$ cat config.mk
export PLATFORM = sky130hd
export DESIGN_NAME = wb_extbus_master
export DESIGN_NICKNAME = d
export VERILOG_FILES = /design/src/rtl/wb_extbus_master.sv
export SDC_FILE = /design/constraint.sdc
export NUM_CORES = 1
export LEC_CHECK = 0
export BUFFER_PORTS_ARGS = -buffer_cell sky130_fd_sc_hd__buf_2
export CAP_MARGIN = 20
export CORE_MARGIN = 2
export CORE_UTILIZATION = 31
export CTS_BUF_LIST = sky130_fd_sc_hd__clkbuf_8
export CTS_CLUSTER_SIZE = 10
export DETAILED_ROUTE_END_ITERATION = 8
export GPL_TIMING_DRIVEN = 0
export HOLD_SLACK_MARGIN = 0.1
export PLACE_DENSITY = 0.5
export RECOVER_POWER = 25
export SETUP_SLACK_MARGIN = 0.4
export SYNTH_ARGS = -nofsm -noshare
export SYNTH_HDL_FRONTEND = slang
export SYNTH_SLANG_ARGS = --single-unit
$ cat constraint.sdc
create_clock -name clk -period 4.3 [get_ports clk]
set_input_delay 0 -clock clk [delete_from_list [all_inputs] [get_ports clk]]
set_output_delay 0 -clock clk [all_outputs]
set_load 0.05 [all_outputs]
$ cat src/rtl/wb_extbus_master.sv
// wb_extbus_master: bridges async external byte-bus writes to Wishbone byte writes.
// Optional macro EXTBUS_TIMEOUT_EN bounds each Wishbone cycle to timeout_cycles clocks.
module wb_extbus_master #(
  parameter logic [31:0] base_addr      = 32'h8000_0000,
  parameter int          fifo_aw        = 2,
  parameter logic [31:0] timeout_cycles = 32'd255
) (
  input  logic        clk,
  input  logic        reset,
  input  logic [12:0] ext_addr,
  input  logic [7:0]  ext_data,
  input  logic        ext_nwe,
  input  logic        ext_noe,
  input  logic        ext_ncs,
  output logic [31:0] wb_adr_o,
  output logic [31:0] wb_dat_o,
  input  logic [31:0] wb_dat_i,
  output logic [3:0]  wb_sel_o,
  output logic        wb_we_o,
  output logic        wb_cyc_o,
  output logic        wb_stb_o,
  input  logic        wb_ack_i,
  input  logic        wb_err_i,
  output logic        overflow_o,
  output logic        err_o,
  output logic        busy_o
);

  localparam int DEPTH = 1 << fifo_aw;
  localparam logic [fifo_aw:0]   LP_FULL    = (fifo_aw+1)'(DEPTH);
  localparam logic [fifo_aw:0]   LP_CNT_ONE = 1;
  localparam logic [fifo_aw-1:0] LP_PTR_ONE = 1;

  typedef enum logic {
    ST_IDLE,
    ST_CYCLE
  } state_t;

  state_t r_state;
  state_t w_state_nxt;

  // nwe: [0]=stage1, [1]=stage2, [2]=edge-detect stage
  logic [2:0]  r_nwe_sync;
  logic [1:0]  r_ncs_sync;
  logic [12:0] r_addr_s1;
  logic [12:0] r_addr_s2;
  logic [7:0]  r_data_s1;
  logic [7:0]  r_data_s2;

  always_ff @(posedge clk) begin
    if (reset) begin
      r_nwe_sync <= 3'b111;
      r_ncs_sync <= 2'b11;
      r_addr_s1  <= '0;
      r_addr_s2  <= '0;
      r_data_s1  <= '0;
      r_data_s2  <= '0;
    end else begin
      r_nwe_sync <= {r_nwe_sync[1:0], ext_nwe};
      r_ncs_sync <= {r_ncs_sync[0], ext_ncs};
      r_addr_s1  <= ext_addr;
      r_addr_s2  <= r_addr_s1;
      r_data_s1  <= ext_data;
      r_data_s2  <= r_data_s1;
    end
  end

  logic        w_cap;
  logic        r_cap_v;
  logic [20:0] r_cap_ent;

  assign w_cap = r_nwe_sync[1] & ~r_nwe_sync[2] & ~r_ncs_sync[1];

  always_ff @(posedge clk) begin
    if (reset) begin
      r_cap_v   <= 1'b0;
      r_cap_ent <= '0;
    end else begin
      r_cap_v <= w_cap;
      if (w_cap) begin
        r_cap_ent <= {r_addr_s2, r_data_s2};
      end
    end
  end

  logic [20:0]        r_mem [DEPTH];
  logic [fifo_aw-1:0] r_wptr;
  logic [fifo_aw-1:0] r_rptr;
  logic [fifo_aw:0]   r_count;
  logic               w_empty;
  logic               w_full;
  logic               w_push;
  logic               w_pop;
  logic               w_drop;
  logic [20:0]        w_head;
  logic [12:0]        w_head_addr;
  logic [7:0]         w_head_data;

  assign w_empty     = (r_count == '0);
  assign w_full      = (r_count == LP_FULL);
  assign w_push      = r_cap_v & (~w_full | w_pop);
  assign w_drop      = r_cap_v & w_full & ~w_pop;
  assign w_head      = r_mem[r_rptr];
  assign w_head_addr = w_head[20:8];
  assign w_head_data = w_head[7:0];

  always_ff @(posedge clk) begin
    if (!reset && w_push) begin
      r_mem[r_wptr] <= r_cap_ent;
    end
  end

  always_ff @(posedge clk) begin
    if (reset) begin
      r_wptr  <= '0;
      r_rptr  <= '0;
      r_count <= '0;
    end else begin
      if (w_push) begin
        r_wptr <= r_wptr + LP_PTR_ONE;
      end
      if (w_pop) begin
        r_rptr <= r_rptr + LP_PTR_ONE;
      end
      if (w_push && !w_pop) begin
        r_count <= r_count + LP_CNT_ONE;
      end else if (w_pop && !w_push) begin
        r_count <= r_count - LP_CNT_ONE;
      end
    end
  end

  logic w_tmo;
  logic w_unused;

`ifdef EXTBUS_TIMEOUT_EN
  logic [31:0] r_tmo;

  always_ff @(posedge clk) begin
    if (reset || w_pop) begin
      r_tmo <= '0;
    end else if (r_state == ST_CYCLE) begin
      r_tmo <= r_tmo + 32'd1;
    end
  end

  // r_tmo+1 is the number of clocks the cycle has been on the bus
  assign w_tmo    = (r_state == ST_CYCLE) && ((r_tmo + 32'd1) >= timeout_cycles);
  assign w_unused = ^{wb_dat_i, ext_noe};
`else
  assign w_tmo    = 1'b0;
  assign w_unused = ^{wb_dat_i, ext_noe, timeout_cycles};
`endif

  logic w_done;
  logic w_fault;

  always_comb begin
    w_state_nxt = r_state;
    w_pop       = 1'b0;
    w_done      = 1'b0;
    w_fault     = 1'b0;
    unique case (r_state)
      ST_IDLE: begin
        if (!w_empty) begin
          w_pop       = 1'b1;
          w_state_nxt = ST_CYCLE;
        end
      end
      ST_CYCLE: begin
        if (wb_ack_i || wb_err_i || w_tmo) begin
          w_done      = 1'b1;
          w_fault     = wb_err_i | (w_tmo & ~wb_ack_i);
          w_state_nxt = ST_IDLE;
        end
      end
      default: begin
        w_state_nxt = ST_IDLE;
      end
    endcase
  end

  always_ff @(posedge clk) begin
    if (reset) begin
      r_state <= ST_IDLE;
    end else begin
      r_state <= w_state_nxt;
    end
  end

  logic        r_cyc;
  logic [31:0] r_adr;
  logic [31:0] r_dat;
  logic [3:0]  r_sel;
  logic        r_ovf;
  logic        r_err;

  always_ff @(posedge clk) begin
    if (reset) begin
      r_cyc <= 1'b0;
      r_adr <= '0;
      r_dat <= '0;
      r_sel <= '0;
      r_ovf <= 1'b0;
      r_err <= 1'b0;
    end else begin
      if (w_pop) begin
        r_cyc <= 1'b1;
        r_adr <= base_addr + {19'b0, w_head_addr};
        r_sel <= 4'b1000 >> w_head_addr[1:0];
        r_dat <= {4{w_head_data}};
      end else if (w_done) begin
        r_cyc <= 1'b0;
      end
      if (w_drop) begin
        r_ovf <= 1'b1;
      end
      if (w_done && w_fault) begin
        r_err <= 1'b1;
      end
    end
  end

  assign wb_adr_o   = r_adr;
  assign wb_dat_o   = r_dat;
  assign wb_sel_o   = r_sel;
  assign wb_we_o    = r_cyc;
  assign wb_cyc_o   = r_cyc;
  assign wb_stb_o   = r_cyc;
  assign overflow_o = r_ovf;
  assign err_o      = r_err;
  assign busy_o     = ~w_empty | r_cyc;

endmodule

==> impl_summary.txt <==
----------------------------------------------------
[Worst setup path]
  Category of the worst setup path launch point ... register
  Startpoint-to-endpoint class of the critical path ... reg -> reg
  Required time reported for the critical path endpoint ... 4690 ps
  Critical path, cell by cell ... clkbuf_1 > clkinv_1 > nand2_1 > ha_1 > inv_1 > fa_1 > xor2_1 > or3_1 > a21oi_1
  Data arrival, critical path ... between 3000 and 4000 ps
  Number of buffers and inverters on the critical path ... 3
  Max stage delay cell, worst path ... dfxtp_1
  Worst Path Max Fanout ... 10
  Largest incremental delay on the critical path ... 460 ps
  Endpoint type of the worst setup path ... register
  Family with the most delay on the worst path ... buffers and inverters

[STA]
  Post-route setup TNS ... 0 ps
  Period Utilization, post-route ... 62.99%
  Max-slew headroom at the worst pin ... 32.58%
  Worst clock skew on the final layout ... 14.21 ps
  Final Max Slew Viols ... 0
  Final-report setup violation count ... 0
  Worst-case setup margin in the final layout ... around 1600 ps
  Achievable frequency ... ~370 MHz
  Hold Vio Cnt, Final ... 0
  RSZ-0062 raised after global routing ... false
  Tightest Pin Transition ... approximately 1000 ps
  Shortest clock period the worst path allows after layout ... 2709 ps

[Power]
  Fraction of power consumed by sequential logic ... 41.3%
  Worst VDD drop ... about 0.25 mV
  Total Power ... around 0.0052 W
  Cell area power density ... 619.9 nW/um^2
  Leak ... approximately 3.2 nW
  Relative contribution of combinational cells to total power ... 37.8%
  Net switching fraction of the power ... 40.21%
  Clock network fraction of total power ... about a fifth
  Internal power summed over all cells ... 0.003128 W
  Switching power total ... 0.002104 W

[Synthesis]
  Main combinational cell family by area after synthesis ... multiplexers
  Sequential-to-total area share from yosys stat ... between 60% and 70%
  Combined area of all synthesized cells ... between 6000 and 7000 um^2
  Proportion of synthesized area in mux cells ... 9.984%
  Post-Syn Instances ... about 500
  Proportion of netlist area held by the largest area contributor ... 36.33%
  Biggest area contributors in the synthesized netlist ... edfxtp_1 (36%), dfxtp_1 (31%), mux4_2 (6.8%)
  Compound-Gate Fraction of Synth Area ... 4.866%
  Top cell type by total area after synthesis ... edfxtp_1
  Xor/xnor share of the synthesized area ... less than 1%
  Yosys warning total ... 0
  Number of synthesized register bits ... 192
  Adder-cell area share of the yosys netlist ... 1.189%
  Average cell area after synthesis ... about 14 um^2
  Unique masters post-synth ... 32
  Simple-gate share of the synthesized area ... 9.353%

[Die]
  Die Wd ... between 150 and 200 um
  Vertical die dimension ... between 150 and 200 um
  Die area ... approximately 24000 um^2
  Core footprint ... 21890 um^2
  Initial core utilization ... 31.72%
  Number of placement rows ... 54
  IO Pins ... about 130

[Detailed routing]
  Total wire length ... 12.94 mm
  Vias ... between 4000 and 5000
  Detail-routed net length per standard cell ... 13.67 um
  Detailed-route DRC error count ... 0
  TritonRoute pass-1 iters ... 4
  Average via count per standard cell ... about 4.3
  Initial detailed-routing violation count ... 146
  Residual antenna-violating net count after detailed routing ... 0

[Global routing]
  Global router's overall resource usage ... 11.24%
  First-pass GRT wire length ... about 21 mm
  Via count of the first global-routing pass ... 3889
  Largest net degree at the start of global routing ... 18
  Antenna violations before repair ... 0
  Overflow after GRT ... 0

[Layout]
  Final core utilization ... 38.56%
  Diodes inserted ... 0
  Proportion of layout cells with a drive suffix above 1 ... 28.79%
  Number of nets in the layout ... 720
  Area Overhead vs Synth ... 21.57%
  Final Cell Area ... around 8400 um^2

[Flow run]
  Max Cap Viol ... 0

[Clocking]
  Number of buffers on the longest clock path ... 2
  Clock latency reported for the late side of the worst-skew pair ... between 400 and 500 ps
  Hold buffer count at cts ... 25
  Clock-pin slew reported for the worst setup and hold paths after clock tree synthesis ... 100 ps
  Total of cells resized after clock tree synthesis ... 0
  Sinks on the clock net ... 192
  CTS root buf ... clkbuf_8
  Count of buffers added by post-CTS timing repair for setup ... 0
  CTS H-Tree Depth ... 4
  CTS Buf Count ... 17
  Clock tree from TritonCTS ... built

[Place]
  Post-DP Area ... 7823 um^2
  Placement Setup Slack ... about 1700 ps
  I/O Buffers ... 81
  Hpwl dp ... approximately 9 mm
  Routability-driven placement congestion ratio ... 0.7083

[Min path]
  Hold Crit Class ... in -> reg

[Status]
  Run status ... complete, no violations

----------------------------------------------------
-- layer usage --
| layer | vias to the layer above | wire length, um | global-route usage, % |
|---|---|---|---|
| li1 | 2032 | - | - |
| met1 | 1904 | 5981 | 14.13 |
| met2 | 110 | 6155 | 18.50 |
| met3 | 8 | 647 | 3.241 |
| met4 | 0 | 158 | 4.063 |
| met5 | - | 0 | 0 |
-- stage by stage --
stage	hold slack, ps	instances
6_report	237.1	947
3_3_place_gp	192.3	886
2_1_floorplan	103.8	525
4_1_cts	222.9	947
3_5_place_dp	187.5	890
5_1_grt	235.1	947
-- area by class of cell --
cell class	count	area, um^2
fillers	2113	13450
flip-flops and latches	192	4684
multi-input cells	254	1848
repair buffers	110	715.7
plain buffers	73	451.7
well taps	280	350.3
clock buffers	17	234.0
clock inverters	15	133.9
inverters	6	22.52
-- Yosys cell counts --
master,n
a21oi_1,36
and2_1,4
buf_1,2
buf_2,4
buf_4,46
clkbuf_1,21
clkinv_1,1
conb_1,1
dfxtp_1,108
edfxtp_1,84
fa_1,1
ha_1,5
inv_1,5
mux2i_1,22
mux4_2,21
nand2_1,2
nand2b_1,1
nand3_1,22
nand3b_1,1
nand4_1,1
nor2_1,28
nor2b_1,43
nor3_1,2
nor3b_1,1
nor4bb_1,1
o21ai_0,30
o31ai_1,1
or2_2,5
or3_1,3
or4_1,2
or4b_1,2
xor2_1,2
-- power groups by stage --
stage	clock, W	sequential [W]	combinational [W]
floorplan	0	0.00252	0.00122
CTS	0.00114	0.00216	0.00200
finish	0.00109	0.00216	0.00198
global route	0.00121	0.00219	0.00211
detailed placement	0	0.00221	0.00197
global placement	0	0.00220	0.00196
-- worst reg2reg max path: stages, from the launching register on --
cell and delay [ps]:
dfxtp_1 460, clkbuf_1 370, clkinv_1 350, nand2_1 210
ha_1 210, inv_1 60, fa_1 370, xor2_1 160
or3_1 310, a21oi_1 140
-- cell usage in the layout (no fill, tap or decap), types with 3 or more instances in the layout --
master and n:
nand3_1 22, or2_2 5, clkinv_4 3, buf_8 4, o21ai_0 30, dfxtp_1 108
buf_2 85, ha_1 5, edfxtp_1 84, inv_1 6, or3_1 3, nor2_1 28
clkinv_2 3, nor2b_1 43, a21oi_1 36, buf_4 46, inv_6 4, clkbuf_8 17
and2_1 4, mux4_2 21, mux2i_1 22, dlygate4sd3_1 25, conb_1 18, clkbuf_1 21
-- worst paths after layout --
path | slack (ps) | end | startpoint | depth (start not counted)
worst max-delay path | 1590 | r_count[2]$_SDFFE_PP0P_ | r_state$_SDFF_PP0_ | 9
worst min-delay path | 240 | r_addr_s2[3]$_SDFF_PP0_ | reset | 3
worst max register to register | 1590 | r_count[2]$_SDFFE_PP0P_ | r_state$_SDFF_PP0_ | 9
worst min register to register | 410 | r_nwe_sync[1]$_SDFF_PP1_ | r_nwe_sync[0]$_SDFF_PP1_ | 1
-- state kept, by name (all words and copies together) (netlist names), 2 cells and up, named ones only --
signal	count
r_rptr	2
r_wptr	2
r_cap_ent	21
r_addr_s2	13
wb_dat_o	8
r_mem	84
wb_adr_o	14
r_ncs_sync	2
r_data_s1	8
wb_sel_o	4
r_count	3
r_data_s2	8
r_addr_s1	13
r_nwe_sync	3
-- cells by family after synthesis --
group | Yosys count
AOI/OAI and AO/OA | 67
xor gates and xnor gates | 2
adders and majority gates | 6
buffers and inverters | 79
DFF | 192
muxes | 43
other | 1
and+or+nand+nor | 118
Note: power is estimated with default switching activity, not from simulation.
